File: src/rtl/neg_mult_rr_arbiter_if.sv
// Bundle between the round-robin arbiter, its requesters, the shared
// multiplier and the result consumer. The arbiter uses the slave view; the
// master view is the surrounding environment (requesters, multiplier, sink).
interface neg_mult_rr_arbiter_if #(
    parameter int unsigned NREQ = 4,
    parameter int unsigned AW   = 27,
    parameter int unsigned BW   = 18,
    parameter int unsigned MW   = AW + BW,
    parameter int unsigned IDW  = $clog2(NREQ)
);
    // Requester side
    logic [NREQ-1:0]    req_valid;
    logic [NREQ-1:0]    req_ready;
    logic [NREQ*AW-1:0] req_a;
    logic [NREQ*BW-1:0] req_b;
    logic [NREQ-1:0]    req_neg;

    // Shared multiplier side
    logic               m_subadd;
    logic [AW-1:0]      m_ain;
    logic [BW-1:0]      m_bin;
    logic [MW-1:0]      m_pout;

    // Result side
    logic               res_valid;
    logic [IDW-1:0]     res_id;
    logic [MW-1:0]      res_p;

    modport master (
        output req_valid, req_a, req_b, req_neg, m_pout,
        input  req_ready, m_subadd, m_ain, m_bin, res_valid, res_id, res_p
    );

    modport slave (
        input  req_valid, req_a, req_b, req_neg, m_pout,
        output req_ready, m_subadd, m_ain, m_bin, res_valid, res_id, res_p
    );
endinterface

File: src/rtl/neg_mult_rr_arbiter.sv
// Round-robin arbiter/sequencer sharing one fixed-latency +/-B*A multiplier
// among NREQ requesters. One grant per cycle; a tag pipeline matched to the
// multiplier latency returns each product with the issuing requester index.
module neg_mult_rr_arbiter #(
    parameter int unsigned NREQ = 4,
    parameter int unsigned AW   = 27,
    parameter int unsigned BW   = 18,
    parameter int unsigned MW   = AW + BW,
    parameter int unsigned MLAT = 4,
    parameter int unsigned IDW  = $clog2(NREQ)
) (
    input  logic                     i_clk,
    input  logic                     i_rst,
    input  logic                     i_hold,
    output logic                     o_busy,
    neg_mult_rr_arbiter_if.slave     io_bus
);

    // Per-requester operand views of the flattened buses
    logic [AW-1:0]  w_a [NREQ];
    logic [BW-1:0]  w_b [NREQ];

    for (genvar gi = 0; gi < NREQ; gi++) begin : g_unpack
        assign w_a[gi] = io_bus.req_a[gi*AW +: AW];
        assign w_b[gi] = io_bus.req_b[gi*BW +: BW];
    end

    // Arbitration pointer: index of the most recently granted requester
    logic [IDW-1:0] r_last;

    // Grant decode results
    logic [NREQ-1:0] w_ready;
    logic            w_found;
    logic [IDW-1:0]  w_gnt_id;
    logic [IDW-1:0]  w_idx;

    // Issue register driving the multiplier
    logic [AW-1:0]   r_ain;
    logic [BW-1:0]   r_bin;
    logic            r_subadd;

    // Tag pipeline: stage 0 runs alongside the issue register, stage MLAT
    // lines up with m_pout for the same operation
    logic [MLAT:0]   r_tag_v;
    logic [IDW-1:0]  r_tag_id [MLAT+1];

    // Output register
    logic            r_res_valid;
    logic [IDW-1:0]  r_res_id;
    logic [MW-1:0]   r_res_p;

    // Search last+1, last+2, ... modulo NREQ; first valid requester wins
    always_comb begin
        w_ready  = '0;
        w_found  = 1'b0;
        w_gnt_id = '0;
        w_idx    = '0;
        if (!i_rst && !i_hold) begin
            for (int unsigned k = 1; k <= NREQ; k++) begin
                w_idx = IDW'((32'(r_last) + k) % NREQ);
                if (!w_found && io_bus.req_valid[w_idx]) begin
                    w_found         = 1'b1;
                    w_gnt_id        = w_idx;
                    w_ready[w_idx]  = 1'b1;
                end
            end
        end
    end

    // Pointer update and operand issue; idle cycles issue zeros
    always_ff @(posedge i_clk) begin
        if (i_rst) begin
            r_last   <= IDW'(NREQ - 1);
            r_ain    <= '0;
            r_bin    <= '0;
            r_subadd <= 1'b1;
        end else if (w_found) begin
            r_last   <= w_gnt_id;
            r_ain    <= w_a[w_gnt_id];
            r_bin    <= w_b[w_gnt_id];
            r_subadd <= ~io_bus.req_neg[w_gnt_id];
        end else begin
            r_ain    <= '0;
            r_bin    <= '0;
            r_subadd <= 1'b1;
        end
    end

    // Tag shift pipeline; reset drops tags so in-flight products are discarded
    always_ff @(posedge i_clk) begin
        if (i_rst) begin
            r_tag_v <= '0;
            for (int i = 0; i <= MLAT; i++) begin
                r_tag_id[i] <= '0;
            end
        end else begin
            r_tag_v     <= {r_tag_v[MLAT-1:0], w_found};
            r_tag_id[0] <= w_found ? w_gnt_id : '0;
            for (int i = 1; i <= MLAT; i++) begin
                r_tag_id[i] <= r_tag_id[i-1];
            end
        end
    end

    // Result register; id and product forced to zero when no result
    always_ff @(posedge i_clk) begin
        if (i_rst) begin
            r_res_valid <= 1'b0;
            r_res_id    <= '0;
            r_res_p     <= '0;
        end else begin
            r_res_valid <= r_tag_v[MLAT];
            r_res_id    <= r_tag_v[MLAT] ? r_tag_id[MLAT] : '0;
            r_res_p     <= r_tag_v[MLAT] ? io_bus.m_pout : '0;
        end
    end

    assign io_bus.req_ready = w_ready;
    assign io_bus.m_ain     = r_ain;
    assign io_bus.m_bin     = r_bin;
    assign io_bus.m_subadd  = r_subadd;
    assign io_bus.res_valid = r_res_valid;
    assign io_bus.res_id    = r_res_id;
    assign io_bus.res_p     = r_res_p;
    assign o_busy           = |r_tag_v;

endmodule
File: src/flat_wrapper.sv
// flat-port wrapper written by rule: the top's interface ports become plain ports
module neg_mult_rr_arbiter_flat 
#(
    parameter int unsigned NREQ = 4,
    parameter int unsigned AW   = 27,
    parameter int unsigned BW   = 18,
    parameter int unsigned MW   = AW + BW,
    parameter int unsigned MLAT = 4,
    parameter int unsigned IDW  = $clog2(NREQ)
)
  (i_clk, i_rst, i_hold, o_busy, io_bus_req_valid, io_bus_req_a, io_bus_req_b, io_bus_req_neg, io_bus_m_pout, io_bus_req_ready, io_bus_m_subadd, io_bus_m_ain, io_bus_m_bin, io_bus_res_valid, io_bus_res_id, io_bus_res_p);
  neg_mult_rr_arbiter_if #(.NREQ(NREQ), .AW(AW), .BW(BW), .MW(MW), .IDW(IDW)) io_bus_i ();
  input  logic i_clk;
  input  logic i_rst;
  input  logic i_hold;
  output logic o_busy;
  input wire logic [$bits(io_bus_i.req_valid)-1:0] io_bus_req_valid;
  input wire logic [$bits(io_bus_i.req_a)-1:0] io_bus_req_a;
  input wire logic [$bits(io_bus_i.req_b)-1:0] io_bus_req_b;
  input wire logic [$bits(io_bus_i.req_neg)-1:0] io_bus_req_neg;
  input wire logic [$bits(io_bus_i.m_pout)-1:0] io_bus_m_pout;
  output wire logic [$bits(io_bus_i.req_ready)-1:0] io_bus_req_ready;
  output wire logic [$bits(io_bus_i.m_subadd)-1:0] io_bus_m_subadd;
  output wire logic [$bits(io_bus_i.m_ain)-1:0] io_bus_m_ain;
  output wire logic [$bits(io_bus_i.m_bin)-1:0] io_bus_m_bin;
  output wire logic [$bits(io_bus_i.res_valid)-1:0] io_bus_res_valid;
  output wire logic [$bits(io_bus_i.res_id)-1:0] io_bus_res_id;
  output wire logic [$bits(io_bus_i.res_p)-1:0] io_bus_res_p;
  assign io_bus_i.req_valid = io_bus_req_valid;
  assign io_bus_i.req_a = io_bus_req_a;
  assign io_bus_i.req_b = io_bus_req_b;
  assign io_bus_i.req_neg = io_bus_req_neg;
  assign io_bus_i.m_pout = io_bus_m_pout;
  assign io_bus_req_ready = io_bus_i.req_ready;
  assign io_bus_m_subadd = io_bus_i.m_subadd;
  assign io_bus_m_ain = io_bus_i.m_ain;
  assign io_bus_m_bin = io_bus_i.m_bin;
  assign io_bus_res_valid = io_bus_i.res_valid;
  assign io_bus_res_id = io_bus_i.res_id;
  assign io_bus_res_p = io_bus_i.res_p;
  neg_mult_rr_arbiter #(.NREQ(NREQ), .AW(AW), .BW(BW), .MW(MW), .MLAT(MLAT), .IDW(IDW)) u_core (.i_clk(i_clk), .i_rst(i_rst), .i_hold(i_hold), .o_busy(o_busy), .io_bus(io_bus_i));
endmodule
File: config.mk
export PLATFORM = sky130hd
export DESIGN_NAME = neg_mult_rr_arbiter_flat
export DESIGN_NICKNAME = d
export VERILOG_FILES = /design/src/rtl/neg_mult_rr_arbiter_if.sv /design/src/rtl/neg_mult_rr_arbiter.sv /design/src/flat_wrapper.sv
export SDC_FILE = /design/constraint.sdc
export NUM_CORES = 1
export LEC_CHECK = 0
export BUFFER_PORTS_ARGS = -buffer_cell sky130_fd_sc_hd__buf_2
export CORE_AREA = 2 2 129 131
export CTS_BUF_LIST = sky130_fd_sc_hd__clkbuf_8 sky130_fd_sc_hd__clkbuf_16
export CTS_CLUSTER_DIAMETER = 60
export DETAILED_ROUTE_END_ITERATION = 10
export DIE_AREA = 0 0 131 133
export HOLD_SLACK_MARGIN = 0.06
export PLACE_DENSITY = 0.63
export SLEW_MARGIN = 10
export SYNTH_ARGS = -nofsm -noshare
export SYNTH_HDL_FRONTEND = slang
export SYNTH_SLANG_ARGS = --single-unit
File: constraint.sdc
create_clock -name i_clk -period 3.37 [get_ports i_clk]
set_input_delay 0.1685 -clock i_clk [delete_from_list [all_inputs] [get_ports i_clk]]
set_output_delay 0.1685 -clock i_clk [all_outputs]
set_load 0.02 [all_outputs]
==> results.md <==
- Entering global routing, the biggest net connects 95 pins.
- The register clock-pin slew on the reported worst setup and hold paths is 80 ps.
- The source-to-sink clock delay at the later pin of the worst-skew pair is 350 ps.
- The clock arrives with 11.7 ps of skew.
- The total number of placement rows is 47.
- Synthesis instantiated 37 different standard cells from the library.
- The critical-path cell with the highest stage delay is sky130_fd_sc_hd__mux4_2.
- The run finished with clean final reports.
- The initial utilization of the core area, before any placement, comes to 32.0%.
- In this run the post-CTS setup repair buffer count came out at 0.
- The die height is 133 microns.
- sky130_fd_sc_hd__dfxtp_1 takes more of the synthesized area than any other cell.
- The die outline width is 131 microns.
- The first routing iteration left 120 violations.
- The cell sitting at the root of the clock tree is a sky130_fd_sc_hd__clkbuf_16.
- The critical path in this run is classified as reg -> out.
- The number of synthesized register bits is 111.
- The global-route wire length before repair is 23.7 mm.
- After detailed routing, the number of remaining DRC violations is 0.
- The worst hold path belongs to the class in -> reg.
- Setup violations remaining at the end of the flow were counted as 0.
- For this run, the slowest stage of the critical path takes 440 ps.
- VDD sags by at most 0.263 mV.
- After the last flow step, the layout net total stands at 1111.
- The worst-margin pin slew is 394 ps.
- At the worst endpoint, the arrival time is 2850 ps.
- The maximum clock insertion buffer count is 2.
- Sorting the synthesized cells by area gives the leading types as sky130_fd_sc_hd__dfxtp_1 43%, sky130_fd_sc_hd__mux2i_1 18%, sky130_fd_sc_hd__mux2_2 9.8%.
- The aggregate routed wire length is 16.0 mm.
- Dividing the detail-routed via count by the number of cells gives 4.41.
- The first-pass iteration count of the detailed router is 4.
- The aggregate global routing overflow is 0.
- Setup repair after global routing left no endpoint under its margin.
- The cell type group with the largest total delay on the critical path is simple AND/OR/NAND/NOR gates.
- The number of endpoints with negative hold slack in the final report is 0.
- The die area is 0.0174 sq mm.
- The quantity of I/O buffers inserted on ports is 334.
- The highest clock frequency the design can meet is 331 MHz.
- After synthesis the cells add up to 0.00518 sq mm.
- After filler insertion, the fill cell instance count of the layout stands at 1540.
- The via count of the first global-routing pass is 4705.
- The detailed placement HPWL is 11.8 mm.
- Dividing total power by cell area gives a power density of 496 mW/mm^2.
- The signal on the critical path passes through inv_1 > ha_1 > buf_4 > mux4_2 > nor3_2 > and2b_2 > a22oi_1 > o21ai_0 > and2_1 > buf_2.
- TritonCTS created 9 clock buffers.
- The number of nets handed over by synthesis was 749.
- The remaining antenna violation count is 0.
- The routed via count is 4819.
- The H-tree was split into 3 levels.
- The worst path needs 3020 ps of the cycle, external delays included.
- The total of warnings raised by yosys is 0.
- CTS saw 111 sinks.
- The overall power after layout is 3.87 mW.
- Across the run, the number of max-cap violations was 0.
- The type of element capturing the critical path is a primary output.
- Of all nets on the critical path, the largest fanout is 11.
- The global routing usage summed across all routing layers is 17.7%.
- STA classifies the critical path startpoint as a flop.
- The number of antenna violations at the first check in global routing is 1.
- The post-synthesis to final-layout area growth is 50.7%.
- After routing, the total negative slack on setup checks comes to 0 ps.
- The number of pins exceeding their max-slew limit in the final report is 0.
- 335 I/O pins were placed.
- The ratio of cells with drive above 1 in the final layout is 48.3%.
- The synthesized design devotes to its leading area cell type 42.9% of total area.
- The number of instances in the synthesized netlist is 505.
- After synthesis, flip-flops and latches occupy 42.9% of the total area.
- The core region is 0.0162 sq mm.
- The analysis attributes to cell leakage a power of 3.62 nW.
- In this run the tightest slew margin relative to its limit is 72.9%.
- The clock tree from TritonCTS is yes.
- The required time at the worst-slack endpoint is 3200 ps.
- Dividing the final minimum period by the clock period gives 89.6%.
- Measured on the finished design, the core utilization comes to 48.2%.
- The number of buffers and inverters on the critical path is 3.
- The mean instance size in the synthesized netlist is 10.2 sq um.
- In the final routed layout, each cell accounts on average for 14.7 microns.
- Routability-driven placement finished with a final weighted congestion of 0.856.
placed cells by master (no fill, tap or decap), types with 2 or more instances in the layout:
master / instances
sky130_fd_sc_hd__dlygate4sd3_1: 41
sky130_fd_sc_hd__clkbuf_16: 9
sky130_fd_sc_hd__dfxtp_1: 110
sky130_fd_sc_hd__nor2b_1: 12
sky130_fd_sc_hd__a22oi_1: 8
sky130_fd_sc_hd__and2_1: 51
sky130_fd_sc_hd__o21ai_0: 6
sky130_fd_sc_hd__mux2_1: 3
sky130_fd_sc_hd__a21oi_2: 2
sky130_fd_sc_hd__buf_2: 334
sky130_fd_sc_hd__nor2_1: 7
sky130_fd_sc_hd__o21bai_1: 2
sky130_fd_sc_hd__buf_12: 5
sky130_fd_sc_hd__ha_1: 8
sky130_fd_sc_hd__inv_1: 6
sky130_fd_sc_hd__mux4_2: 3
sky130_fd_sc_hd__mux2_2: 45
sky130_fd_sc_hd__buf_4: 5
sky130_fd_sc_hd__nand2_1: 94
sky130_fd_sc_hd__mux2i_1: 95
sky130_fd_sc_hd__inv_6: 3
flip-flops by register name (all words and copies together), names as in the netlist:
name	count
u_core.io_bus.m_bin	18
u_core.r_tag_v	5
u_core.io_bus.res_valid	1
u_core.r_last	2
u_core.io_bus.res_id	2
u_core.r_tag_id	10
u_core.io_bus.m_subadd	1
u_core.io_bus.res_p	45
u_core.io_bus.m_ain	27
synth_stat cells:
| cell | n |
|---|---|
| sky130_fd_sc_hd__a31oi_1 | 1 |
| sky130_fd_sc_hd__and2b_2 | 1 |
| sky130_fd_sc_hd__o211ai_1 | 1 |
| sky130_fd_sc_hd__a22oi_1 | 8 |
| sky130_fd_sc_hd__a21o_1 | 1 |
| sky130_fd_sc_hd__nand2_1 | 94 |
| sky130_fd_sc_hd__mux2_2 | 45 |
| sky130_fd_sc_hd__o21bai_1 | 2 |
| sky130_fd_sc_hd__o22ai_2 | 1 |
| sky130_fd_sc_hd__o21ai_0 | 6 |
| sky130_fd_sc_hd__buf_8 | 2 |
| sky130_fd_sc_hd__nor3_1 | 1 |
| sky130_fd_sc_hd__clkbuf_1 | 12 |
| sky130_fd_sc_hd__a311oi_1 | 1 |
| sky130_fd_sc_hd__nor3_4 | 1 |
| sky130_fd_sc_hd__mux2_1 | 3 |
| sky130_fd_sc_hd__mux2i_1 | 95 |
| sky130_fd_sc_hd__mux4_2 | 3 |
| sky130_fd_sc_hd__buf_2 | 12 |
| sky130_fd_sc_hd__nor2b_1 | 13 |
| sky130_fd_sc_hd__a21oi_2 | 2 |
| sky130_fd_sc_hd__a21oi_1 | 2 |
| sky130_fd_sc_hd__nor3_2 | 1 |
| sky130_fd_sc_hd__a31o_2 | 1 |
| sky130_fd_sc_hd__ha_1 | 8 |
| sky130_fd_sc_hd__o32ai_2 | 1 |
| sky130_fd_sc_hd__dfxtp_1 | 111 |
| sky130_fd_sc_hd__o21a_1 | 1 |
| sky130_fd_sc_hd__a211oi_2 | 1 |
| sky130_fd_sc_hd__or2_2 | 1 |
| sky130_fd_sc_hd__buf_6 | 4 |
| sky130_fd_sc_hd__inv_1 | 5 |
| sky130_fd_sc_hd__buf_4 | 4 |
| sky130_fd_sc_hd__nor2_1 | 7 |
| sky130_fd_sc_hd__mux2_4 | 1 |
| sky130_fd_sc_hd__and2_1 | 51 |
| sky130_fd_sc_hd__nand3_1 | 1 |
final cells by class:
| type | count | area, sq um | area share, % |
|---|---|---|---|
| multi-input combinational | 355 | 2760 | 35.4 |
| clock buffer | 9 | 225 | 2.89 |
| timing repair buffer | 385 | 2220 | 28.5 |
| inverter | 5 | 18.8 | 0.241 |
| antenna | 1 | 2.50 | 0.0321 |
| tap | 220 | 275 | 3.53 |
| sequential | 111 | 2220 | 28.5 |
| clock inverter | 7 | 76.3 | 0.979 |
final timing paths:
check,startpoint,to,slack [ps],cells after the start
worst max-delay path,u_core.r_last[1],io_bus_req_ready[3],350,10
worst max register to register,u_core.r_last[1],u_core.io_bus.m_bin[11],400,10
worst min-delay path,io_bus_m_pout[21],u_core.io_bus.res_p[21],90,2
worst min register to register,u_core.r_tag_id[3][1],u_core.r_tag_id[4][1],430,1
cells by family after synthesis:
logic type                 share of synthesized area [%]
adders and majority gates                           1.93
muxes                                               30.4
buffers and inverters                               4.42
and+or+nand+nor                                     16.1
AOI/OAI and AO/OA                                   4.25
DFF                                                 42.9
metal layers:
metal,GRT usage [%],share of wire [%],up-vias
met3,6.39,9.0,15
met2,31.9,50,214
li1,-,-,2428
met1,19.1,39,2162
met5,0,0,-
met4,5.32,1.6,0
per-stage QoR:
step	setup WS (ps)	hold slack, ps	instances	cell area [sq um]
floorplan	239	240	505	5180
global placement	403	368	1035	7080
detailed placement	300	372	1035	7080
CTS	227	68.0	1091	7780
global route	82.7	68.5	1093	7800
finish	350	87.4	1093	7800
power by group:
part | internal (mW) | switching, mW
combinational | 0.607 | 0.694
sequential | 1.44 | 0.0371
clock | 0.587 | 0.502
total | 2.63 | 1.23
timing repair:
item	4_1_cts	5_1_grt
resized for setup	0	1
endpoints found under the hold margin	40	1
setup endpoints to repair	0	4
hold buffers	40	1
Power figures use the tool's default switching activity.
